File: src/rtl/codebook_b0_ctrl_if.sv
// Bus bundle between the codebook-0 sequencer, its combinational lookup and the bit packer.
//   symbol in   : sym_valid_i, sym_data_i, sym_ready_o
//   flush       : flush_i (level request), flush_done_o (one-cycle pulse)
//   lookup      : ap_cnt_o, ap_data_o out to codebook_b0_f; encode_match_i/length_i/data_i back
//   codeword    : code_valid_o, code_ready_i, code_data_o, code_length_o
//   status      : overflow_o (one-cycle pulse, prefix dropped)
// Signal names keep the controller's point of view; the master modport is the controller,
// the slave modport is its environment (symbol source, lookup, packer).
interface codebook_b0_ctrl_if #(
    parameter int CODEBOOK_LENGTH_MAX = 64,
    parameter int ENCODE_DATALENGTH   = 21,
    parameter int SYM_WIDTH           = 4
);
    logic                           sym_valid_i;
    logic [SYM_WIDTH-1:0]           sym_data_i;
    logic                           sym_ready_o;
    logic                           flush_i;
    logic                           flush_done_o;
    logic [5:0]                     ap_cnt_o;
    logic [CODEBOOK_LENGTH_MAX-1:0] ap_data_o;
    logic                           encode_match_i;
    logic [5:0]                     encode_length_i;
    logic [ENCODE_DATALENGTH-1:0]   encode_data_i;
    logic                           code_valid_o;
    logic                           code_ready_i;
    logic [ENCODE_DATALENGTH-1:0]   code_data_o;
    logic [5:0]                     code_length_o;
    logic                           overflow_o;

    modport master (
        input  sym_valid_i, sym_data_i, flush_i,
        input  encode_match_i, encode_length_i, encode_data_i, code_ready_i,
        output sym_ready_o, flush_done_o, ap_cnt_o, ap_data_o,
        output code_valid_o, code_data_o, code_length_o, overflow_o
    );

    modport slave (
        output sym_valid_i, sym_data_i, flush_i,
        output encode_match_i, encode_length_i, encode_data_i, code_ready_i,
        input  sym_ready_o, flush_done_o, ap_cnt_o, ap_data_o,
        input  code_valid_o, code_data_o, code_length_o, overflow_o
    );
endinterface

File: src/rtl/codebook_b0_ctrl.sv
// Sequencer for the low-entropy codebook-0 lookup of the hybrid entropy coder.
// Shifts 4-bit symbols into an active prefix (newest symbol in bits [3:0]), presents it to the
// combinational lookup, and on a match registers the codeword and offers it to the bit packer
// over valid/ready. Flush terminates a residual prefix by appending 4'hF symbols; a prefix
// that reaches CNT_MAX symbols without a match is dropped with an overflow pulse.
// Ports:
//   clk_i    system clock
//   rst_n_i  asynchronous active-low reset
//   bus      codebook_b0_ctrl_if.master (symbol in, flush, lookup, codeword out, overflow)
module codebook_b0_ctrl #(
    parameter int CODEBOOK_LENGTH_MAX = 64,
    parameter int ENCODE_DATALENGTH   = 21,
    parameter int SYM_WIDTH           = 4
) (
    input  logic               clk_i,
    input  logic               rst_n_i,
    codebook_b0_ctrl_if.master bus
);
    localparam int         CNT_MAX   = CODEBOOK_LENGTH_MAX / SYM_WIDTH;
    localparam logic [5:0] CNT_MAX_C = 6'(CNT_MAX);
    localparam logic [SYM_WIDTH-1:0] FLUSH_SYM = '1;

    typedef enum logic [1:0] {IDLE, LOOKUP, EMIT} state_t;

    state_t                         state_reg, state_next;
    logic [5:0]                     ap_cnt_reg, ap_cnt_next;
    logic [CODEBOOK_LENGTH_MAX-1:0] ap_data_reg, ap_data_next;
    logic [ENCODE_DATALENGTH-1:0]   code_data_reg, code_data_next;
    logic [5:0]                     code_length_reg, code_length_next;
    logic                           flush_pending_reg, flush_pending_next;
    logic                           flush_done_reg, flush_done_next;
    logic                           overflow_reg, overflow_next;
    logic                           flush_req;

    // The cycle flush_done_o is high the requester is still allowed to hold flush_i;
    // ignoring it then keeps one request from producing a second completion pulse.
    assign flush_req = bus.flush_i && !flush_done_reg;

    always_ff @(posedge clk_i or negedge rst_n_i) begin
        if (!rst_n_i) begin
            state_reg         <= IDLE;
            ap_cnt_reg        <= '0;
            ap_data_reg       <= '0;
            code_data_reg     <= '0;
            code_length_reg   <= '0;
            flush_pending_reg <= 1'b0;
            flush_done_reg    <= 1'b0;
            overflow_reg      <= 1'b0;
        end else begin
            state_reg         <= state_next;
            ap_cnt_reg        <= ap_cnt_next;
            ap_data_reg       <= ap_data_next;
            code_data_reg     <= code_data_next;
            code_length_reg   <= code_length_next;
            flush_pending_reg <= flush_pending_next;
            flush_done_reg    <= flush_done_next;
            overflow_reg      <= overflow_next;
        end
    end

    always_comb begin
        state_next         = state_reg;
        ap_cnt_next        = ap_cnt_reg;
        ap_data_next       = ap_data_reg;
        code_data_next     = code_data_reg;
        code_length_next   = code_length_reg;
        flush_pending_next = flush_pending_reg;
        flush_done_next    = 1'b0;
        overflow_next      = 1'b0;

        unique case (state_reg)
            IDLE: begin
                // A real symbol wins over a flush request in the same cycle.
                if (bus.sym_valid_i) begin
                    ap_data_next = {ap_data_reg[CODEBOOK_LENGTH_MAX-SYM_WIDTH-1:0], bus.sym_data_i};
                    ap_cnt_next  = ap_cnt_reg + 6'd1;
                    state_next   = LOOKUP;
                end else if (flush_req && ap_cnt_reg != 6'd0) begin
                    ap_data_next       = {ap_data_reg[CODEBOOK_LENGTH_MAX-SYM_WIDTH-1:0], FLUSH_SYM};
                    ap_cnt_next        = ap_cnt_reg + 6'd1;
                    flush_pending_next = 1'b1;
                    state_next         = LOOKUP;
                end else if (flush_req) begin
                    flush_done_next = 1'b1;
                end
            end
            LOOKUP: begin
                if (bus.encode_match_i) begin
                    code_data_next   = bus.encode_data_i;
                    code_length_next = bus.encode_length_i;
                    ap_cnt_next      = '0;
                    ap_data_next     = '0;
                    state_next       = EMIT;
                end else if (ap_cnt_reg == CNT_MAX_C) begin
                    // Prefix full with no codeword: drop it. A flush in progress ends here too.
                    overflow_next      = 1'b1;
                    flush_done_next    = flush_pending_reg;
                    flush_pending_next = 1'b0;
                    ap_cnt_next        = '0;
                    ap_data_next       = '0;
                    state_next         = IDLE;
                end else begin
                    state_next = IDLE;
                end
            end
            EMIT: begin
                if (bus.code_ready_i) begin
                    flush_done_next    = flush_pending_reg;
                    flush_pending_next = 1'b0;
                    state_next         = IDLE;
                end
            end
            default: state_next = IDLE;
        endcase
    end

    // Ready is forced low while reset is asserted even though the state already reads IDLE.
    assign bus.sym_ready_o   = rst_n_i && (state_reg == IDLE);
    assign bus.code_valid_o  = (state_reg == EMIT);
    assign bus.ap_cnt_o      = ap_cnt_reg;
    assign bus.ap_data_o     = ap_data_reg;
    assign bus.code_data_o   = code_data_reg;
    assign bus.code_length_o = code_length_reg;
    assign bus.flush_done_o  = flush_done_reg;
    assign bus.overflow_o    = overflow_reg;
endmodule

File: src/flat_wrapper.sv
// flat-port wrapper written by rule: the top's interface ports become plain ports
module codebook_b0_ctrl_flat 
#(
    parameter int CODEBOOK_LENGTH_MAX = 64,
    parameter int ENCODE_DATALENGTH   = 21,
    parameter int SYM_WIDTH           = 4
)
  (clk_i, rst_n_i, bus_sym_valid_i, bus_sym_data_i, bus_flush_i, bus_encode_match_i, bus_encode_length_i, bus_encode_data_i, bus_code_ready_i, bus_sym_ready_o, bus_flush_done_o, bus_ap_cnt_o, bus_ap_data_o, bus_code_valid_o, bus_code_data_o, bus_code_length_o, bus_overflow_o);
  codebook_b0_ctrl_if #(.CODEBOOK_LENGTH_MAX(CODEBOOK_LENGTH_MAX), .ENCODE_DATALENGTH(ENCODE_DATALENGTH), .SYM_WIDTH(SYM_WIDTH)) bus_i ();
  input  logic clk_i;
  input  logic rst_n_i;
  input wire logic [$bits(bus_i.sym_valid_i)-1:0] bus_sym_valid_i;
  input wire logic [$bits(bus_i.sym_data_i)-1:0] bus_sym_data_i;
  input wire logic [$bits(bus_i.flush_i)-1:0] bus_flush_i;
  input wire logic [$bits(bus_i.encode_match_i)-1:0] bus_encode_match_i;
  input wire logic [$bits(bus_i.encode_length_i)-1:0] bus_encode_length_i;
  input wire logic [$bits(bus_i.encode_data_i)-1:0] bus_encode_data_i;
  input wire logic [$bits(bus_i.code_ready_i)-1:0] bus_code_ready_i;
  output wire logic [$bits(bus_i.sym_ready_o)-1:0] bus_sym_ready_o;
  output wire logic [$bits(bus_i.flush_done_o)-1:0] bus_flush_done_o;
  output wire logic [$bits(bus_i.ap_cnt_o)-1:0] bus_ap_cnt_o;
  output wire logic [$bits(bus_i.ap_data_o)-1:0] bus_ap_data_o;
  output wire logic [$bits(bus_i.code_valid_o)-1:0] bus_code_valid_o;
  output wire logic [$bits(bus_i.code_data_o)-1:0] bus_code_data_o;
  output wire logic [$bits(bus_i.code_length_o)-1:0] bus_code_length_o;
  output wire logic [$bits(bus_i.overflow_o)-1:0] bus_overflow_o;
  assign bus_i.sym_valid_i = bus_sym_valid_i;
  assign bus_i.sym_data_i = bus_sym_data_i;
  assign bus_i.flush_i = bus_flush_i;
  assign bus_i.encode_match_i = bus_encode_match_i;
  assign bus_i.encode_length_i = bus_encode_length_i;
  assign bus_i.encode_data_i = bus_encode_data_i;
  assign bus_i.code_ready_i = bus_code_ready_i;
  assign bus_sym_ready_o = bus_i.sym_ready_o;
  assign bus_flush_done_o = bus_i.flush_done_o;
  assign bus_ap_cnt_o = bus_i.ap_cnt_o;
  assign bus_ap_data_o = bus_i.ap_data_o;
  assign bus_code_valid_o = bus_i.code_valid_o;
  assign bus_code_data_o = bus_i.code_data_o;
  assign bus_code_length_o = bus_i.code_length_o;
  assign bus_overflow_o = bus_i.overflow_o;
  codebook_b0_ctrl #(.CODEBOOK_LENGTH_MAX(CODEBOOK_LENGTH_MAX), .ENCODE_DATALENGTH(ENCODE_DATALENGTH), .SYM_WIDTH(SYM_WIDTH)) u_core (.clk_i(clk_i), .rst_n_i(rst_n_i), .bus(bus_i));
endmodule
File: config.mk
export PLATFORM = sky130hd
export DESIGN_NAME = codebook_b0_ctrl_flat
export DESIGN_NICKNAME = d
export VERILOG_FILES = /design/src/rtl/codebook_b0_ctrl_if.sv /design/src/rtl/codebook_b0_ctrl.sv /design/src/flat_wrapper.sv
export SDC_FILE = /design/constraint.sdc
export NUM_CORES = 1
export LEC_CHECK = 0
export ABC_CLOCK_PERIOD_IN_PS = 2100
export BUFFER_PORTS_ARGS = -buffer_cell sky130_fd_sc_hd__buf_2
export CAP_MARGIN = 20
export CELL_PAD_IN_SITES_DETAIL_PLACEMENT = 1
export CELL_PAD_IN_SITES_GLOBAL_PLACEMENT = 1
export CORE_AREA = 3 3 118 120
export DETAILED_ROUTE_END_ITERATION = 12
export DIE_AREA = 0 0 121 123
export PLACE_DENSITY_LB_ADDON = 0.1
export SLEW_MARGIN = 5
export SYNTH_ARGS = -nofsm -noshare
export SYNTH_HDL_FRONTEND = slang
export SYNTH_SLANG_ARGS = --single-unit
File: constraint.sdc
create_clock -name clk_i -period 2.1 [get_ports clk_i]
set_input_delay 0.21 -clock clk_i [delete_from_list [all_inputs] [get_ports clk_i]]
set_output_delay 0.21 -clock clk_i [all_outputs]
set_load 0.03 [all_outputs]
==> results.yml, run 1 <==
die:
  initial_core_util: 0.3460
  die_w_um: 121
  row_count: 42
  die_h_um: 123
  core_region_area_um2: 13090
  die_area_um2: 14880
  io_pins: 138
finish:
  area_growth_pct: 35.49
  fin_cells: 751
  nFillCells: 1474
  drive_gt1_frac: 0.4226
  fin_nets: 616
  antenna_cells: 0
  stdcell_area_um2: 6133
  largest_reg_flops: 64
global_routing:
  antenna_found_initial: 0
  grt_pass1_wl_um: 20400
  grt_max_degree: 67
  grt_pass1_vias: 3876
  grt_overflow_total: 0
  track_usage: 0.1743
place:
  postPlaceCellArea_um2: 5522
  dp_cells: 723
  place.gp.congestion: 0.7670
  port_buffers: 137
  hpwlAfterDp_um: 8530
timing:
  post-route-min-period_ns: 2.142
  clock-skew-final_ns: 0.008657
  hold_viol: 27
  fin_crit_sh: 1.020
  setup_ws_ns: -0.04191
  setup_tns_ns: -0.2813
  rsz0062_at_grt: "yes"
  relSlewSlack: 0.4693
  hold_ws_ns: -0.009786
  slew_viol_final: 0
  setup_violations: 16
  tightest_slew_ns: 0.7961
  fmax_mhz: 466.9
synthesis:
  syn_avg_cell_area_um2: 10.83
  syn_nets: 462
  yosysWarnings: 0
  yosysSeqAreaShare: 0.5638
  synth.top_cell.area_share: 0.5638
  synth_cell_types: 34
  synthTopCellsByArea: "dfrtp_1, o21ai_0, nand2b_1, mux2_2, clkbuf_1"
  synth_edf_count: 0
  synthCells: 418
  synth_area_um2: 4527
  synth-seq-cells: 102
  synth_top_area_cell: "dfrtp_1"
  ys.flop_type: "dfrtp_1"
  async_flop_share: 1.000
outcome:
  violations: "negative hold slack, negative setup slack"
  outcome: "complete, but fails checks"
pwr:
  power_density_nw_per_um2: 1715
  peakVddDrop_mv: 0.7490
  leakage_nw: 2.918
route:
  drc: 0
  post_drt_via_cell_ratio: 5.080
  wl_per_cell_um: 18.30
  num_vias: 3815
  wirelength_um: 13750
  first_pass_iters: 4
  ant_nets: 0
  drt_iter0_drc: 173
clocking:
  root_buffer: "clkbuf_16"
  clkLatencyLatePin_ns: 0.35
  clk_pin_slew_worst_paths_ns: 0.07
  clockBufferDepth: 2
  htreeDepth: 3
  cts_sinks: 102
  cts_tree: "built"
  ctsHoldBuffers: 0
  cts_buffers: 9
critical_path:
  cp-end-kind: "register"
  crit_chain: "inv_2 > ha_4 > or4b_4 > buf_6 > o32ai_4 > or2_4 > mux2_4"
  worst_path_max_delay_cell: "or4b_4"
  startpoint_type: "register"
  crit_type: "reg2reg"
  worst_ep_arrival_time_ns: 2.38
  worstPathRequired_ns: 2.33
  crit_fanout: 5
  max_stage_delay_ns: 0.48
hold_path:
  hold_class: "in2async"
job:
  maxCapViolCount: 0
## cells by family after synthesis
group                    synth area share
buffers and inverters             0.03787
flip-flops                         0.5638
AO/OA/AOI/OAI                      0.1625
multiplexers                      0.08734
AND/OR/NAND/NOR                    0.1291
adder cells (fa/ha/maj)           0.01935
## power by group
part	internal [mW]	switching, mW
clock	0.821	0.708
combinational	2.24	3.65
sequential	2.65	0.458
## final timing paths
path	startpoint	endpoint	slack, ns	cells past startpoint
max in group asynchronous	rst_n_i	u_core.bus.code_data_o[9]	1.49	2
max reg2reg	u_core.bus.ap_cnt_o[1]	u_core.bus.ap_data_o[63]	-0.04	7
min in group clk_i	bus_encode_data_i[12]	u_core.bus.code_data_o[12]	0.09	2
min reg2reg	u_core.bus.code_data_o[9]	u_core.bus.code_data_o[9]	0.50	1
min	rst_n_i	u_core.bus.ap_data_o[6]	-0.01	2
max	u_core.bus.ap_cnt_o[1]	u_core.bus.ap_data_o[63]	-0.04	7
## cells in the final DEF (no fill, tap or decap), drive strengths merged
master    n
clkbuf   18
o211ai    3
nand3     3
o21ai   124
o31ai     4
nor2      5
inv       7
nand3b    3
buf     169
or4b      1
mux2i     2
or3b      1
nand2b   58
nor3b     1
dfrtp   102
a21o      2
or3       2
o221a     1
a221oi    1
or2       3
mux2     32
a21oi     2
o221ai    1
nand2     6
and4b     1
o32ai     1
nor4b     1
ha        7
clkinv    2
nor4      1
nor2b     9
and2      2
## worst max-delay path: cells and delay by family (launching register included)
family          cells  cell delay, ns
flops               1            0.41
buf+inv             2            0.21
fa+ha+maj           1            0.13
compound gates      1            0.20
simple gates        2            0.77
mux                 1            0.31
## Yosys cell counts (3+ instances only)
cell type and count:
clkbuf_1 30, dfrtp_1 102, ha_1 7, inv_1 7
mux2_2 28, mux2_4 4, nand2_1 6, nand2b_1 58
nand3_1 3, nand3b_1 3, nor2_1 5, nor2b_1 9
o211ai_1 3, o21ai_0 115, o21ai_1 9, o31ai_1 4
## area by class of cell
class,count,area (um2),share of cell area
clock buffer,12,246.5,0.04019
clock inverter,2,10.01,0.001632
inverter,7,26.28,0.004284
multi-input combinational,277,1926,0.3140
sequential,102,2555,0.4166
tap,176,220.2,0.03590
timing repair buffer,175,1150,0.1875
## stage by stage
stage | utilization | setup WS, ns | power [mW] | hold slack [ns]
finish | 0.4687 | -0.04191 | 10.52 | -0.009786
CTS | 0.4450 | -0.03105 | 9.917 | 0.0009922
global placement | 0.4220 | -0.09623 | 8.132 | 0.3831
detailed placement | 0.4220 | -0.2112 | 8.229 | 0.3778
global route | 0.4687 | -0.1281 | 11.22 | 0.02459
floorplan | - | -0.1801 | 6.459 | -0.08559
## metal layers
metal	wire length (um)	global-route usage	part of all wire
met5	0	0	0
met4	191	0.06586	0.014
met3	807	0.04666	0.059
met2	6466	0.2730	0.47
met1	6281	0.2323	0.46
## repair_timing
action,CTS,global route
buffers inserted,0,4
endpoints found under the setup margin,70,71
pin swaps,1,8
cloned,1,9
endpoints found under the hold margin,0,0
resized for setup,17,67
(Power assumes the default switching activity.)
==> run 2: changes to the inputs <==
RECOVER_POWER = 100   (was not set)
==> run 2 against run 1 <==
Clock power hardly changed; fmax decreased by 0.24%; die area unchanged; worst hold slack better by 0.10 ns; design area is 2.3% lower; global-route usage is the same; setup slack got worse by 0.0051 ns; count of clock-buffer cells in the layout unchanged; utilization decreased by 1.1 points; the run ends with max-capacitance violations, max-slew violations, negative setup slack left; combinational power decreased by 3%; cell count is the same; largest cell class unchanged.
==> results.yml, run 2 (synthesis results as in run 1) <==
route:
  post_drt_via_cell_ratio: 5.123
  drc: 0
  ant_nets: 0
  num_vias: 3847
  first_pass_iters: 4
  wirelength_um: 13700
  wl_per_cell_um: 18.24
  drt_iter0_drc: 170
finish:
  layout_commonest_cell: "clkbuf_1"
  fin_cells: 751
  stdcell_area_um2: 5992
  drive_gt1_frac: 0.2435
  largest_reg_flops: 64
  nFillCells: 1505
  final_cell_mix: "clkbuf_1, dfrtp_1, o21ai_0"
  antenna_cells: 0
  fin_nets: 616
  area_growth_pct: 32.37
global_routing:
  antenna_found_initial: 0
  track_usage: 0.1743
  grt_pass1_wl_um: 20400
  use_met1: 0.2323
  top_usage_layer: "met2"
  grt_pass1_vias: 3876
  grt_overflow_total: 0
  grt_use_met2: 0.2730
  use_met3: 0.04666
  grt_max_degree: 67
clocking:
  clk_pin_slew_worst_paths_ns: 0.07
  root_buffer: "clkbuf_16"
  cts_tree: "built"
  clockBufferDepth: 2
  ctsHoldBuffers: 0
  htreeDepth: 3
  clkLatencyLatePin_ns: 0.35
  cts_sinks: 102
  cts_buffers: 9
place:
  place.gp.congestion: 0.7670
  port_buffers: 137
  hpwlAfterDp_um: 8530
  postPlaceCellArea_um2: 5522
  dp_cells: 723
timing:
  fin_crit_sh: 1.022
  hold_viol: 0
  slew_viol_final: 61
  setup_ws_ns: -0.04696
  tightest_slew_ns: 1.522
  setup_violations: 23
  post-route-min-period_ns: 2.147
  rsz0062_at_grt: "yes"
  clock-skew-final_ns: 0.008485
  fmax_mhz: 465.8
  relSlewSlack: -0.01438
pwr:
  combPwrFrac: 0.550
  power_frac_clock: 0.148
  peakVddDrop_mv: 0.7274
  leakage_nw: 2.529
  internal-power_mw: 5.502
  seqPwrFrac: 0.302
  power_density_nw_per_um2: 1724
  switchingPower_mw: 4.828
  swShare: 0.4673
outcome:
  violations: "max-capacitance violations, max-slew violations, negative setup slack"
  outcome: "complete, but fails checks"
job:
  maxCapViolCount: 1
die:
  io_pins: 138
  die_area_um2: 14880
  initial_core_util: 0.3460
  core_region_area_um2: 13090
  die_w_um: 121
  die_h_um: 123
  row_count: 42
critical_path:
  startpoint_type: "register"
  worstPathRequired_ns: 2.34
  startpoint: "u_core.bus.ap_cnt_o[1]"
  worst_ep_arrival_time_ns: 2.38
  r2r-start: "u_core.bus.ap_cnt_o[1]"
  crit_type: "reg2reg"
  cp-end-kind: "register"
  crit_fanout: 5
hold_path:
  hold_start: "bus_encode_data_i[12]"
  hold_class: "in2reg"
==> run 2: area by class of cell <==
class	instances	area, um2	share of cell area
Timing Repair Buffer	175	1008	0.1683
Tap cell	176	220.2	0.03675
Inverter	7	26.28	0.004385
Sequential cell	102	2555	0.4264
Clock inverter	2	10.01	0.001670
Multi-Input combinational cell	277	1926	0.3214
Clock buffer	12	246.5	0.04114
==> run 2: timing repair <==
item | CTS | global route
setup buffers | 0 | 4
pin swaps | 1 | 8
gates cloned | 1 | 9
resized for setup | 17 | 67
setup endpoints to repair | 70 | 71
hold endpoints to repair | 0 | 0
==> run 2: final timing paths <==
path / end / slack (ns) / cells after the start
max in group asynchronous: u_core.bus.ap_cnt_o[1] / 0.62 / 2
worst min register to register: u_core.bus.code_data_o[19] / 0.51 / 1
worst min-delay path: u_core.bus.code_data_o[12] / 0.09 / 2
worst max register to register: u_core.bus.ap_data_o[63] / -0.05 / 7
min in group asynchronous: u_core.bus.ap_data_o[6] / 0.33 / 2
worst max-delay path: u_core.bus.ap_data_o[63] / -0.05 / 7
==> run 2: through the flow <==
| stage | power, mW | setup slack (ns) | util | setup TNS, ns | hold WS (ns) |
|---|---|---|---|---|---|
| 2_1_floorplan | 6.459 | -0.1801 | - | -2.253 | -0.08559 |
| 3_3_place_gp | 8.132 | -0.09623 | 0.4220 | -4.687 | 0.3831 |
| 3_5_place_dp | 8.229 | -0.2112 | 0.4220 | -9.580 | 0.3778 |
| 4_1_cts | 9.917 | -0.03105 | 0.4450 | -0.3112 | 0.0009922 |
| 5_1_grt | 11.03 | -0.1281 | 0.4579 | -7.022 | 0.08650 |
| 6_report | 10.33 | -0.04696 | 0.4579 | -0.3779 | 0.09199 |
==> run 2: routing by layer <==
metal	part of all wire	wire length, um
met1	0.46	6234
met2	0.47	6464
met3	0.057	784
met4	0.016	215
met5	0	0
==> run 2: critical path: stages, from the launching register on <==
cell and delay, ns:
dfrtp_2 0.41, inv_2 0.07, ha_4 0.13, or4b_4 0.48, buf_6 0.14, o32ai_4 0.20
or2_4 0.29, mux2_4 0.31
==> run 2: power groups by stage <==
stage | logic, mW | registers (mW) | clock network [mW]
final | 5.68 | 3.12 | 1.53
after global routing | 6.15 | 3.21 | 1.66
after CTS | 5.22 | 3.11 | 1.58
after detailed placement | 5.10 | 3.13 | 0
after global placement | 5.01 | 3.12 | 0
after floorplan | 2.10 | 4.36 | 0
